<file path="src/rtl/hart_dm_bridge.sv">
// rtl/hart_dm_bridge.sv - hart-side bridge between the Debug Module and the hart debug unit
//
// Purpose:
//   Converts DM halt requests into a debug interrupt request.
//   Converts DM resume requests into a one-cycle resume pulse.
//   Runs DM abstract register commands on the debug CSRs while the hart is halted.
//   Reports halted, running and resumeack status back to the DM.
//
// Ports:
//   clk_i, arstn_i        clock, asynchronous active-low reset
//   dm_haltreq_i          DM halt request (level)
//   dm_resumereq_i        DM resume request (rising edge significant)
//   dm_cmd_*              abstract command handshake and fields (write, regno, wdata)
//   dm_rsp_*              one-cycle response: valid, rdata, cmderr
//   dm_halted_o           hart halted status
//   dm_running_o          hart running status
//   dm_resumeack_o        sticky resume acknowledge
//   dm_haltto_o           sticky halt-timeout flag
//   halted_i, run_i       hart debug unit state
//   debug_intreq_o        debug interrupt request to the commit stage
//   resumereq_o           resume pulse to the hart debug unit
//   debug_csr*_o          debug CSR write port; the index also addresses reads
//   csr_rdata_i           combinational CSR value at debug_csrindex_o
module hart_dm_bridge #(
  parameter int XLEN = 64,
  parameter int TO_W = 10
) (
  input  logic            clk_i,
  input  logic            arstn_i,
  input  logic            dm_haltreq_i,
  input  logic            dm_resumereq_i,
  input  logic            dm_cmd_valid_i,
  output logic            dm_cmd_ready_o,
  input  logic            dm_cmd_write_i,
  input  logic [11:0]     dm_cmd_regno_i,
  input  logic [XLEN-1:0] dm_cmd_wdata_i,
  output logic            dm_rsp_valid_o,
  output logic [XLEN-1:0] dm_rsp_rdata_o,
  output logic [2:0]      dm_rsp_err_o,
  output logic            dm_halted_o,
  output logic            dm_running_o,
  output logic            dm_resumeack_o,
  output logic            dm_haltto_o,
  input  logic            halted_i,
  input  logic            run_i,
  output logic            debug_intreq_o,
  output logic            resumereq_o,
  output logic            debug_csren_o,
  output logic [11:0]     debug_csrindex_o,
  output logic [XLEN-1:0] debug_csrdata_o,
  input  logic [XLEN-1:0] csr_rdata_i
);

  localparam logic [11:0] CSR_DCSR      = 12'h7B0;
  localparam logic [11:0] CSR_DPC       = 12'h7B1;
  localparam logic [11:0] CSR_DSCRATCH0 = 12'h7B2;
  localparam logic [11:0] CSR_DSCRATCH1 = 12'h7B3;

  localparam logic [2:0] ERR_NONE   = 3'd0;
  localparam logic [2:0] ERR_NOTSUP = 3'd2;
  localparam logic [2:0] ERR_HALT   = 3'd4;

  typedef enum logic [1:0] {
    ST_RUN,
    ST_HALTED,
    ST_CMD,
    ST_RESUMING
  } state_t;

  state_t state_q, state_d;

  logic            resume_prev_q;
  logic            resume_pend_q;
  logic [TO_W-1:0] to_cnt_q;
  logic            cmd_write_q;
  logic [11:0]     cmd_regno_q;
  logic [XLEN-1:0] cmd_wdata_q;
  logic            rsp_valid_q;
  logic [XLEN-1:0] rsp_rdata_q;
  logic [2:0]      rsp_err_q;
  logic            resumeack_q;

  logic resume_edge;
  logic resume_go;
  logic cmd_accept;
  logic regno_ok;
  logic regno_rw;
  logic cmd_bad;

  assign resume_edge = dm_resumereq_i & ~resume_prev_q;
  assign regno_ok    = cmd_regno_q inside {CSR_DCSR, CSR_DPC, CSR_DSCRATCH0, CSR_DSCRATCH1};
  assign regno_rw    = (cmd_regno_q == CSR_DCSR) || (cmd_regno_q == CSR_DPC);
  assign cmd_bad     = !regno_ok || (cmd_write_q && !regno_rw);
  assign cmd_accept  = dm_cmd_valid_i & dm_cmd_ready_o;

  always_ff @(posedge clk_i or negedge arstn_i) begin
    if (!arstn_i) begin
      state_q <= ST_RUN;
    end else begin
      state_q <= state_d;
    end
  end

  always_comb begin
    state_d          = state_q;
    dm_cmd_ready_o   = 1'b0;
    debug_intreq_o   = 1'b0;
    resumereq_o      = 1'b0;
    resume_go        = 1'b0;
    debug_csren_o    = 1'b0;
    debug_csrindex_o = '0;
    debug_csrdata_o  = '0;
    case (state_q)
      ST_RUN: begin
        debug_intreq_o = dm_haltreq_i;
        // Outside HALTED a command is taken immediately and refused with err=4,
        // so ready simply follows valid (and stays low when idle).
        dm_cmd_ready_o = dm_cmd_valid_i;
        if (halted_i) begin
          state_d = ST_HALTED;
        end
      end
      ST_HALTED: begin
        dm_cmd_ready_o = 1'b1;
        if (dm_cmd_valid_i) begin
          state_d = ST_CMD;
        end else if (!dm_haltreq_i &&
                     (resume_edge || (resume_pend_q && !rsp_valid_q))) begin
          // A resume held back by a command goes out one cycle after its response.
          resume_go   = 1'b1;
          resumereq_o = 1'b1;
          state_d     = ST_RESUMING;
        end
      end
      ST_CMD: begin
        // Busy for one cycle; a new command waits until HALTED is back.
        debug_csrindex_o = cmd_regno_q;
        debug_csrdata_o  = cmd_wdata_q;
        debug_csren_o    = cmd_write_q && regno_rw;
        state_d          = ST_HALTED;
      end
      ST_RESUMING: begin
        dm_cmd_ready_o = dm_cmd_valid_i;
        if (run_i) begin
          state_d = ST_RUN;
        end
      end
      default: state_d = ST_RUN;
    endcase
  end

  always_ff @(posedge clk_i or negedge arstn_i) begin
    if (!arstn_i) begin
      resume_prev_q <= 1'b0;
      resume_pend_q <= 1'b0;
      to_cnt_q      <= '0;
      cmd_write_q   <= 1'b0;
      cmd_regno_q   <= '0;
      cmd_wdata_q   <= '0;
      rsp_valid_q   <= 1'b0;
      rsp_rdata_q   <= '0;
      rsp_err_q     <= ERR_NONE;
      resumeack_q   <= 1'b0;
    end else begin
      resume_prev_q <= dm_resumereq_i;
      rsp_valid_q   <= 1'b0;

      // Halt-timeout counter saturates at all-ones; that value is the sticky flag.
      if (!dm_haltreq_i) begin
        to_cnt_q <= '0;
      end else if (state_q == ST_RUN && !halted_i && to_cnt_q != '1) begin
        to_cnt_q <= to_cnt_q + TO_W'(1);
      end

      case (state_q)
        ST_HALTED: begin
          if (cmd_accept) begin
            if (resume_edge) begin
              resume_pend_q <= 1'b1;
            end
          end else if (resume_go || !rsp_valid_q) begin
            resume_pend_q <= 1'b0;
          end
        end
        ST_CMD: begin
          if (resume_edge) begin
            resume_pend_q <= 1'b1;
          end
        end
        default: resume_pend_q <= 1'b0;
      endcase

      if (state_q == ST_HALTED && cmd_accept) begin
        cmd_write_q <= dm_cmd_write_i;
        cmd_regno_q <= dm_cmd_regno_i;
        cmd_wdata_q <= dm_cmd_wdata_i;
      end else if (state_q == ST_CMD) begin
        rsp_valid_q <= 1'b1;
        rsp_err_q   <= cmd_bad ? ERR_NOTSUP : ERR_NONE;
        rsp_rdata_q <= (!cmd_bad && !cmd_write_q) ? csr_rdata_i : '0;
      end else if (cmd_accept) begin
        rsp_valid_q <= 1'b1;
        rsp_err_q   <= ERR_HALT;
        rsp_rdata_q <= '0;
      end

      if (resume_go) begin
        resumeack_q <= 1'b0;
      end else if (state_q == ST_RESUMING && run_i) begin
        resumeack_q <= 1'b1;
      end
    end
  end

  assign dm_rsp_valid_o = rsp_valid_q;
  assign dm_rsp_rdata_o = rsp_rdata_q;
  assign dm_rsp_err_o   = rsp_err_q;
  assign dm_halted_o    = (state_q == ST_HALTED) || (state_q == ST_CMD);
  assign dm_running_o   = (state_q == ST_RUN);
  assign dm_resumeack_o = resumeack_q;
  assign dm_haltto_o    = &to_cnt_q;

endmodule

</file>
<file path="config.mk">
export PLATFORM = sky130hd
export DESIGN_NAME = hart_dm_bridge
export DESIGN_NICKNAME = d
export VERILOG_FILES = /design/src/rtl/hart_dm_bridge.sv
export SDC_FILE = /design/constraint.sdc
export NUM_CORES = 1
export LEC_CHECK = 0
export ABC_CLOCK_PERIOD_IN_PS = 4690
export CELL_PAD_IN_SITES_DETAIL_PLACEMENT = 1
export CELL_PAD_IN_SITES_GLOBAL_PLACEMENT = 1
export CORE_ASPECT_RATIO = 2
export CORE_MARGIN = 1
export CORE_UTILIZATION = 35
export CTS_CLUSTER_DIAMETER = 200
export CTS_CLUSTER_SIZE = 25
export DETAILED_ROUTE_END_ITERATION = 16
export PLACE_DENSITY_LB_ADDON = 0.12
export SYNTH_ARGS = -nofsm -noshare
export SYNTH_HDL_FRONTEND = slang
export SYNTH_SLANG_ARGS = --single-unit
export TNS_END_PERCENT = 100
</file>
<file path="constraint.sdc">
create_clock -name clk_i -period 4.69 [get_ports clk_i]
set_clock_uncertainty 0.15 [all_clocks]
set_input_delay 0.938 -clock clk_i [delete_from_list [all_inputs] [get_ports clk_i]]
set_output_delay 0.938 -clock clk_i [all_outputs]
set_load 0.01 [all_outputs]
</file>
==> results of run 1 <==
[cell usage in the layout (no fill, tap or decap), drive strengths merged, types with 3 or more instances in the layout]
cell type and count:
a21oi 9, a22o 63, and2 77, buf 6
bufinv 3, clkbuf 24, clkdlybuf4s50 297, clkinvlp 4
dfrtp 159, ha 5, inv 10, mux2 79
mux2i 3, nand2 10, nand2b 7, nand3 6
nor2 9, nor3 3, o21ai 5, xnor2 3
[area by class of cell]
cell class | count | area [µm²] | area share, %
clock buffer | 24 | 482 | 4.59
clock inverter | 8 | 129 | 1.23
inverter | 9 | 33.8 | 0.322
multi-input combinational | 305 | 2520 | 24.0
sequential | 159 | 3980 | 37.9
tap | 255 | 319 | 3.04
timing repair buffer | 303 | 3030 | 28.9
[state kept, by name, summed over array words and instances, names as in the netlist]
name,cells
resume_pend_q,1
state_q,2
cmd_write_q,1
cmd_wdata_q,64
resume_prev_q,1
dm_rsp_err_o,2
dm_resumeack_o,1
dm_rsp_valid_o,1
to_cnt_q,10
dm_rsp_rdata_o,64
cmd_regno_q,12
[stage by stage]
step | instances | cell area (µm²) | hold slack (ps) | utilization, %
final | 1063 | 10500 | 348 | 56.0
after global routing | 1063 | 10500 | 363 | 56.0
after CTS | 1063 | 10500 | 353 | 56.0
after detailed placement | 1031 | 9890 | 339 | 52.8
after global placement | 1031 | 9890 | 329 | 52.8
after floorplan | 507 | 6670 | 321 | -
[kinds of logic after synthesis]
kind of cell / synth area share [%]
other: 0.0563
AO/OA/AOI/OAI: 10.7
multiplexers: 13.8
XOR/XNOR: 0.394
AND/OR/NAND/NOR: 11.6
flip-flops: 59.7
adder cells (fa/ha/maj): 0.939
buffers and inverters: 2.87
[worst max-delay path: stages (launching register included)]
cell and delay [ps]:
dfrtp_1 420, inv_1 100, ha_2 380, buf_4 540, and2_1 220, clkdlybuf4s50_1 600
[per-layer routing]
metal	vias to the layer above	routed length, µm
met5	-	0
met4	0	726
met3	36	1320
met2	185	11600
met1	2617	6910
li1	2354	-
[power breakdown]
part | leakage (nW) | internal [mW] | switching, mW
sequential | 2.04 | 1.75 | 0.199
clock | 0.283 | 0.883 | 0.550
combinational | 2.12 | 0.994 | 0.811
total | 4.44 | 3.63 | 1.56
[how the worst max path moves through the flow]
| stage | end | slack (ps) | depth (start not counted) |
|---|---|---|---|
| detailed placement | resumereq_o | 970 | 4 |
| global placement | resumereq_o | 980 | 4 |
| CTS | debug_csrdata_o[15] | 800 | 5 |
| global route | debug_csrdata_o[47] | 690 | 5 |
| finish | debug_csrdata_o[15] | 890 | 5 |
| floorplan | resumereq_o | 2100 | 2 |
==> run metrics, run 1 <==
RSZ-0062 raised after global routing false; most numerous cell in the Yosys netlist dfrtp_1; outcome complete, no violations; CTS Buf Count 17; Worst Setup SP state_q[0]; Post-Synthesis Cell Area 0.00667 mm²; Reg2Reg Depth 6; total wire length just over 20 mm; antenna cells 0; final worst path period share around four fifths; WL per Instance 19.4 µm; Pins Over Slew Limit 0; Synth Instances around 510; Crit path arrival time 2720 ps; met1 Track Usage GR 21.6%; Clock H-tree levels 4; global route overflow 0; Syn-to-layout area delta 57.5%; hpwl dp 15.2 mm; global-route wire length before repair between 30 and 40 mm; setup_tns 0 ps; Clock Sinks 159; Worst R2R Setup Slack 1870 ps; Hold Violations, Final 0; critical path class register to primary output; CTS tree yes; clock-pin slew on the worst setup and hold paths roughly 60 ps; CTS Hold Bufs 0; Most used DFF post-synth dfrtp_1; maximum clock frequency 0.263 GHz; Power Total 5.19 mW; Initial DRC Count approximately 140; I/O pin cnt 300; DRT Pass-1 Iters 4; DRC Markers 0; Die Span Y 197 µm; Leak 4.44 nW; routed via count just over 5k; synth top area cells dfrtp_1 (60%), mux2_2 (13%), a22o_1 (8.3%), and2_1 (7.2%), ha_1 (0.94%); vias in the first global route 6045; Final setup viols 0; library cells used by synthesis 43; Core Box Area 0.0187 mm²; # Post-CTS Setup Buffers 0; VDD IR max 0.244 mV; ys async rst share 100%; Synth top area share 59.7%; Startpoint Class register; hold_sp cmd_wdata_q[39]; Slew headroom between 40% and 50%; Routability Congestion 0.778; Setup crit end kind primary output; Hold/Removal Path Class register to register; Syn. warnings 0; Slew @ Worst Pin around 830 ps; met3 usage 7.22%; Max-cap violations 0; initial antenna violation count 0; Root Buffer clkbuf_16; Tmin final 3800 ps; Synth top cells by count dfrtp_1 (159), mux2_2 (79), and2_1 (77); Seq/Total Area, Yosys 59.7%; Horiz. Die Dim 99.6 µm; Filler cells roughly 1.9k; Die Area 0.0196 mm²; clk buf depth 2; synthesized flop and latch total around 160; Row Count 71; dpl ws just under 1000 ps; Min-Delay Endpoint cmd_wdata_q[39]; total track usage 22.0%; GR Layer Usage met2 41.0%; Yosys top cell by area dfrtp_1; Critical Path Fanout Max 69; WP data required approximately 3600 ps; layout cells sized above 1 15.0%; IO buf count 298; latest clock arrival within the worst-skew pair 420 ps; Via density approximately 5; PnR worst setup slack roughly 900 ps; Routed Antenna Nets 0; R2R Path End cmd_wdata_q[12]; largest net degree at the start of global routing 81; Critical R2R Launch state_q[0]; Final #Nets 948; syn nets 660; Starting Density between 30% and 40%; PwrDens 494 mW/mm²; EDFF count, synth 0; hold path depth 1; Avg Cell Area, Syn 13.1 µm²; CTS resizes 0; Most Crowded Layer GR met2
No activity file was read; power rests on OpenSTA's default activity.
==> inputs of run 2 (changes only) <==
- ABC_CLOCK_PERIOD_IN_PS: 4690 -> 3100
- CORE_UTILIZATION: 35 -> 29
- clock period: 4.69 -> 3.1 ns (I/O delays scaled with it)
==> run metrics, run 2 (synthesized netlist as in run 1, its figures left out) <==
total track usage 20.0%; Syn-to-layout area delta 61.2%; Power Total 8.16 mW; Core Box Area 0.0226 mm²; Startpoint Class register; global route overflow 0; clk buf depth 2; Die Area between 0.02 and 0.025 mm²; hold_ws about 330 ps; Setup crit end kind primary output; Max-cap violations 0; Clock Sinks 159; WL per Instance 20.3 µm; Final Util between 40 and 50%; I/O pin cnt 300; Crit path arrival time 2220 ps; Slew headroom between 50% and 60%; R2R Path End cmd_wdata_q[27]; Clock H-tree levels 4; global-route wire length before repair 34.6 mm; Hold Violations, Final 0; Routability Congestion 0.786; highest-count cells in the layout ignoring fill and taps clkdlybuf4s50_1 (295), dfrtp_1 (159), mux2_2 (79), and2_1 (77), a22o_1 (63); final worst path period share 96.5%; Pins Over Slew Limit 0; largest net degree at the start of global routing 67; IO buf count roughly 300; clock network power share 29.0%; register area 0.00398 mm²; area of the multi-input gates 0.00253 mm²; Reg2Reg Depth 7; Seq pwr share a little over a third; Gate power share 35.0%; hpwl dp 16.0 mm; Horiz. Die Dim 109 µm; DRC Markers 0; Tmin final between 2000 and 3000 ps; Slew @ Worst Pin 724 ps; CTS Buf Count 17; Starting Density between 20 and 30%; WP data required 2330 ps; Final #Nets 957; Row Count 78; outcome complete, no violations; switching share of power 30.1%; total wire length about 22 mm; hold_sp dm_rsp_err_o[1]; Via density 4.85; Final setup viols 0; Critical Path Fanout Max 8; routed via count about 5.3k; initial antenna violation count 2; maximum clock frequency 0.334 GHz; latest clock arrival within the worst-skew pair 440 ps; dpl ws around 140 ps; Die Span Y 216 µm; Internal Pwr Total 5.70 mW; CTS tree yes; Critical R2R Launch state_q[0]; PwrDens 759 mW/mm²; setup_tns 0 ps; Worst Setup EP resumereq_o; Worst R2R Setup Slack 710 ps; layout cells sized above 1 16.5%; RSZ-0062 raised after global routing true; VDD IR max 0.466 mV; Leak roughly 4.6 nW; clock-pin slew on the worst setup and hold paths approximately 60 ps; Hold/Removal Path Class register to register; Root Buffer clkbuf_16; PnR worst setup slack 108 ps; vias in the first global route 6251; Psw 2.46 mW; Layout Cells excl Fill 1099; critical path class register to primary output; Filler cells 2401; final instance area around 0.011 mm²; Initial DRC Count 154; DRT Pass-1 Iters 4; dpl cell area 0.0100 mm²; Placed Cells about 1.1k; commonest non-fill, non-tap cell in the layout clkdlybuf4s50_1; Worst Setup SP state_q[1]; Routed Antenna Nets 0
==> run 2: cell count changes in the layout (fill, tap and decap cells not counted), moves of 3 or more <==
cell / change
buf_12: +4
clkinv_4: +5
clkbuf_1: -4
clkinvlp_4: -3
buf_4: +3
==> run 2: critical path, cell delays in order, from the launching register on <==
cell and delay [ps]:
dfrtp_1 420, inv_1 100, ha_2 280, nand2b_1 140, a211oi_2 260, clkdlybuf4s50_1 570
==> run 2: layout make-up <==
type / count / area share, %
flip-flops and latches: 159 / 37.0
repair buffers: 312 / 29.6
multi-input cells: 305 / 23.6
clock buffers: 19 / 4.22
well taps: 280 / 3.26
clock inverters: 13 / 1.97
inverters: 9 / 0.314
diodes: 2 / 0.0466
==> run 2: power groups by stage <==
stage / logic [mW] / registers, mW / clock network [mW]
after floorplan: 1.55 / 2.87 / 0
after global placement: 2.75 / 2.93 / 0
after detailed placement: 2.85 / 2.98 / 0
after CTS: 2.93 / 2.95 / 2.45
after global routing: 3.09 / 3.02 / 2.51
final: 2.85 / 2.94 / 2.37
==> run 2: routing by layer <==
layer / wire [µm] / part of all wire (%) / vias up / GRT usage (%)
li1: - / - / 2376 / -
met3: 1340 / 6.0 / 34 / 5.53
met1: 7390 / 33 / 2725 / 19.0
met2: 12800 / 58 / 195 / 37.7
met5: 0 / 0 / - / 0
met4: 726 / 3.3 / 0 / 9.91
==> run 2: how the worst min path moves through the flow <==
| stage | end | slack [ps] | depth (start not counted) |
|---|---|---|---|
| after detailed placement | dm_rsp_err_o[1] | 330 | 2 |
| after CTS | dm_rsp_err_o[1] | 350 | 2 |
| after global placement | dm_rsp_err_o[1] | 320 | 2 |
| after floorplan | cmd_regno_q[0] | 170 | 0 |
| final | dm_rsp_err_o[1] | 330 | 2 |
| after global routing | cmd_wdata_q[29] | 360 | 1 |
==> run 2: timing repair <==
action	4_1_cts	5_1_grt
endpoints found under the hold margin	46	0
endpoints found under the setup margin	2	36
buffers inserted	1	0
resized for setup	2	3
gates cloned	1	0
hold buffers	1	0
pin swaps	1	0
==> inputs of run 3 (changes only) <==
- GPL_TIMING_DRIVEN: unset -> 0
==> run metrics, run 3 (synthesized netlist as in run 1, its figures left out) <==
Clock H-tree levels 4; dpl ws -164 ps; # Post-CTS Setup Buffers 0; Power Total 8.06 mW; clock-pin slew on the worst setup and hold paths 60 ps; hold_ws between 300 and 400 ps; Via density 4.77; global route overflow 0; initial antenna violation count 2; Startpoint Class register; PwrDens ~750 mW/mm²; Final #Nets between 900 and 1k; Tmin final between 2000 and 3000 ps; Reg2Reg Depth 7; hpwl dp 17.1 mm; DR top layer met4; Hold/Removal Path Class register to register; largest net degree at the start of global routing 94; Root Buffer clkbuf_16; crit-path cells inv_1 -> ha_2 -> clkbuf_8 -> clkbuf_4 -> and2_1 -> clkdlybuf4s50_1; hold path depth 2; Crit path arrival time 2220 ps; Core Box Area between 0.02 and 0.025 mm²; Pins Over Slew Limit 0; Routed Antenna Nets 0; Setup crit end kind primary output; Final Util 47.5%; DRT Pass-1 Iters 4; PnR worst setup slack 105 ps; VDD IR max 0.312 mV; slowest CP cell clkdlybuf4s50_1; slowest stage delay, CP 560 ps; Max-cap violations 0; highest-count cells in the layout ignoring fill and taps clkdlybuf4s50_1 (274), dfrtp_1 (159), mux2_2 (79), and2_1 (77), a22o_1 (63); total wire length 22.0 mm; global-route wire length before repair 34.1 mm; Starting Density 29.4%; WL per Instance 19.7 µm; routed via count 5339; Slew headroom 49.3%; Horiz. Die Dim ~110 µm; Filler cells 2413; final instance area roughly 0.011 mm²; Syn-to-layout area delta 61.5%; WP data required 2330 ps; outcome complete, no violations; vias in the first global route 6157; commonest non-fill, non-tap cell in the layout clkdlybuf4s50_1; Die Area 0.0236 mm²; Die Span Y 216 µm; Row Count 78; critical path class register to primary output; DRC Markers 0; CTS Buf Count 17; Leak 4.87 nW; IO buf count slightly below 300; M1 wire length about 7 mm; total track usage 19.6%; dpl cell area 0.0100 mm²; Critical Path Fanout Max 10; clk buf depth 2; final worst path period share slightly below 100%; Final setup viols 0; I/O pin cnt 300; met2 WL 12.8 mm; Hold Violations, Final 0; WL met3 1.49 mm; Initial DRC Count 116; latest clock arrival within the worst-skew pair 430 ps; Routability Congestion 0.795; Slew @ Worst Pin 760 ps; CTS tree yes; maximum clock frequency 0.334 GHz; Clock Sinks 159; layout cells sized above 1 17.3%
## run 3: cell count changes in the layout (fill, tap and decap cells not counted), sizes merged
cell | previous run | this run
clkdlybuf4s50 | 295 | 274
inv | 9 | 13
clkinvlp | 1 | 3
dlymetal6s2s | 2 | 16
dlygate4sd2 | 0 | 6
clkinv | 7 | 3
buf | 14 | 24
bufinv | 5 | 4
clkbuf | 19 | 29
## run 3: routing by layer
layer,vias to the layer above,track usage [%]
met3,32,6.38
met5,-,0
met2,196,37.3
met1,2685,18.5
met4,0,7.91
li1,2426,-
## run 3: final timing paths
kind | startpoint | slack, ps | end
worst min-delay path | dm_rsp_err_o[1] | 340 | dm_rsp_err_o[1]
worst min register to register | dm_rsp_err_o[1] | 340 | dm_rsp_err_o[1]
worst max register to register | state_q[0] | 790 | dm_rsp_rdata_o[42]
max in group asynchronous | arstn_i | 1330 | dm_rsp_rdata_o[0]
worst max-delay path | state_q[0] | 110 | debug_csrdata_o[7]
min in group asynchronous | arstn_i | 560 | cmd_wdata_q[26]
## run 3: worst max-delay path, delay by kind of cell, from the launching register on
kind | cells | cell delay [ps]
buf+inv | 4 | 1030
fa+ha+maj | 1 | 200
simple gates | 1 | 130
flops | 1 | 410
## run 3: per-stage QoR
stage	setup TNS, ps	cells
final	0	1119
after floorplan	0	507
after global placement	-859780	1084
after global routing	-46.4	1119
after detailed placement	-3760	1085
after CTS	0	1117
## run 3: repair_timing
item | CTS | global route
endpoints found under the hold margin | 9 | 0
setup endpoints to repair | 79 | 64
hold buffers | 1 | 0
resized for setup | 23 | 28
## run 3: final cells by class
| cell class | count | area [µm²] | area share, % |
|---|---|---|---|
| antenna | 2 | 5.00 | 0.0465 |
| buffer | 33 | 200 | 1.86 |
| clock buffer | 18 | 439 | 4.08 |
| clock inverter | 14 | 204 | 1.89 |
| inverter | 9 | 33.8 | 0.314 |
| multi-input combinational | 305 | 2500 | 23.3 |
| sequential | 159 | 3980 | 37.0 |
| tap | 280 | 350 | 3.25 |
| timing repair buffer | 299 | 3050 | 28.3 |
## run 3: power breakdown
part	internal (mW)	switching (mW)	leakage (nW)
logic	1.56	1.26	2.53
registers	2.65	0.297	2.04
clock network	1.38	0.909	0.304
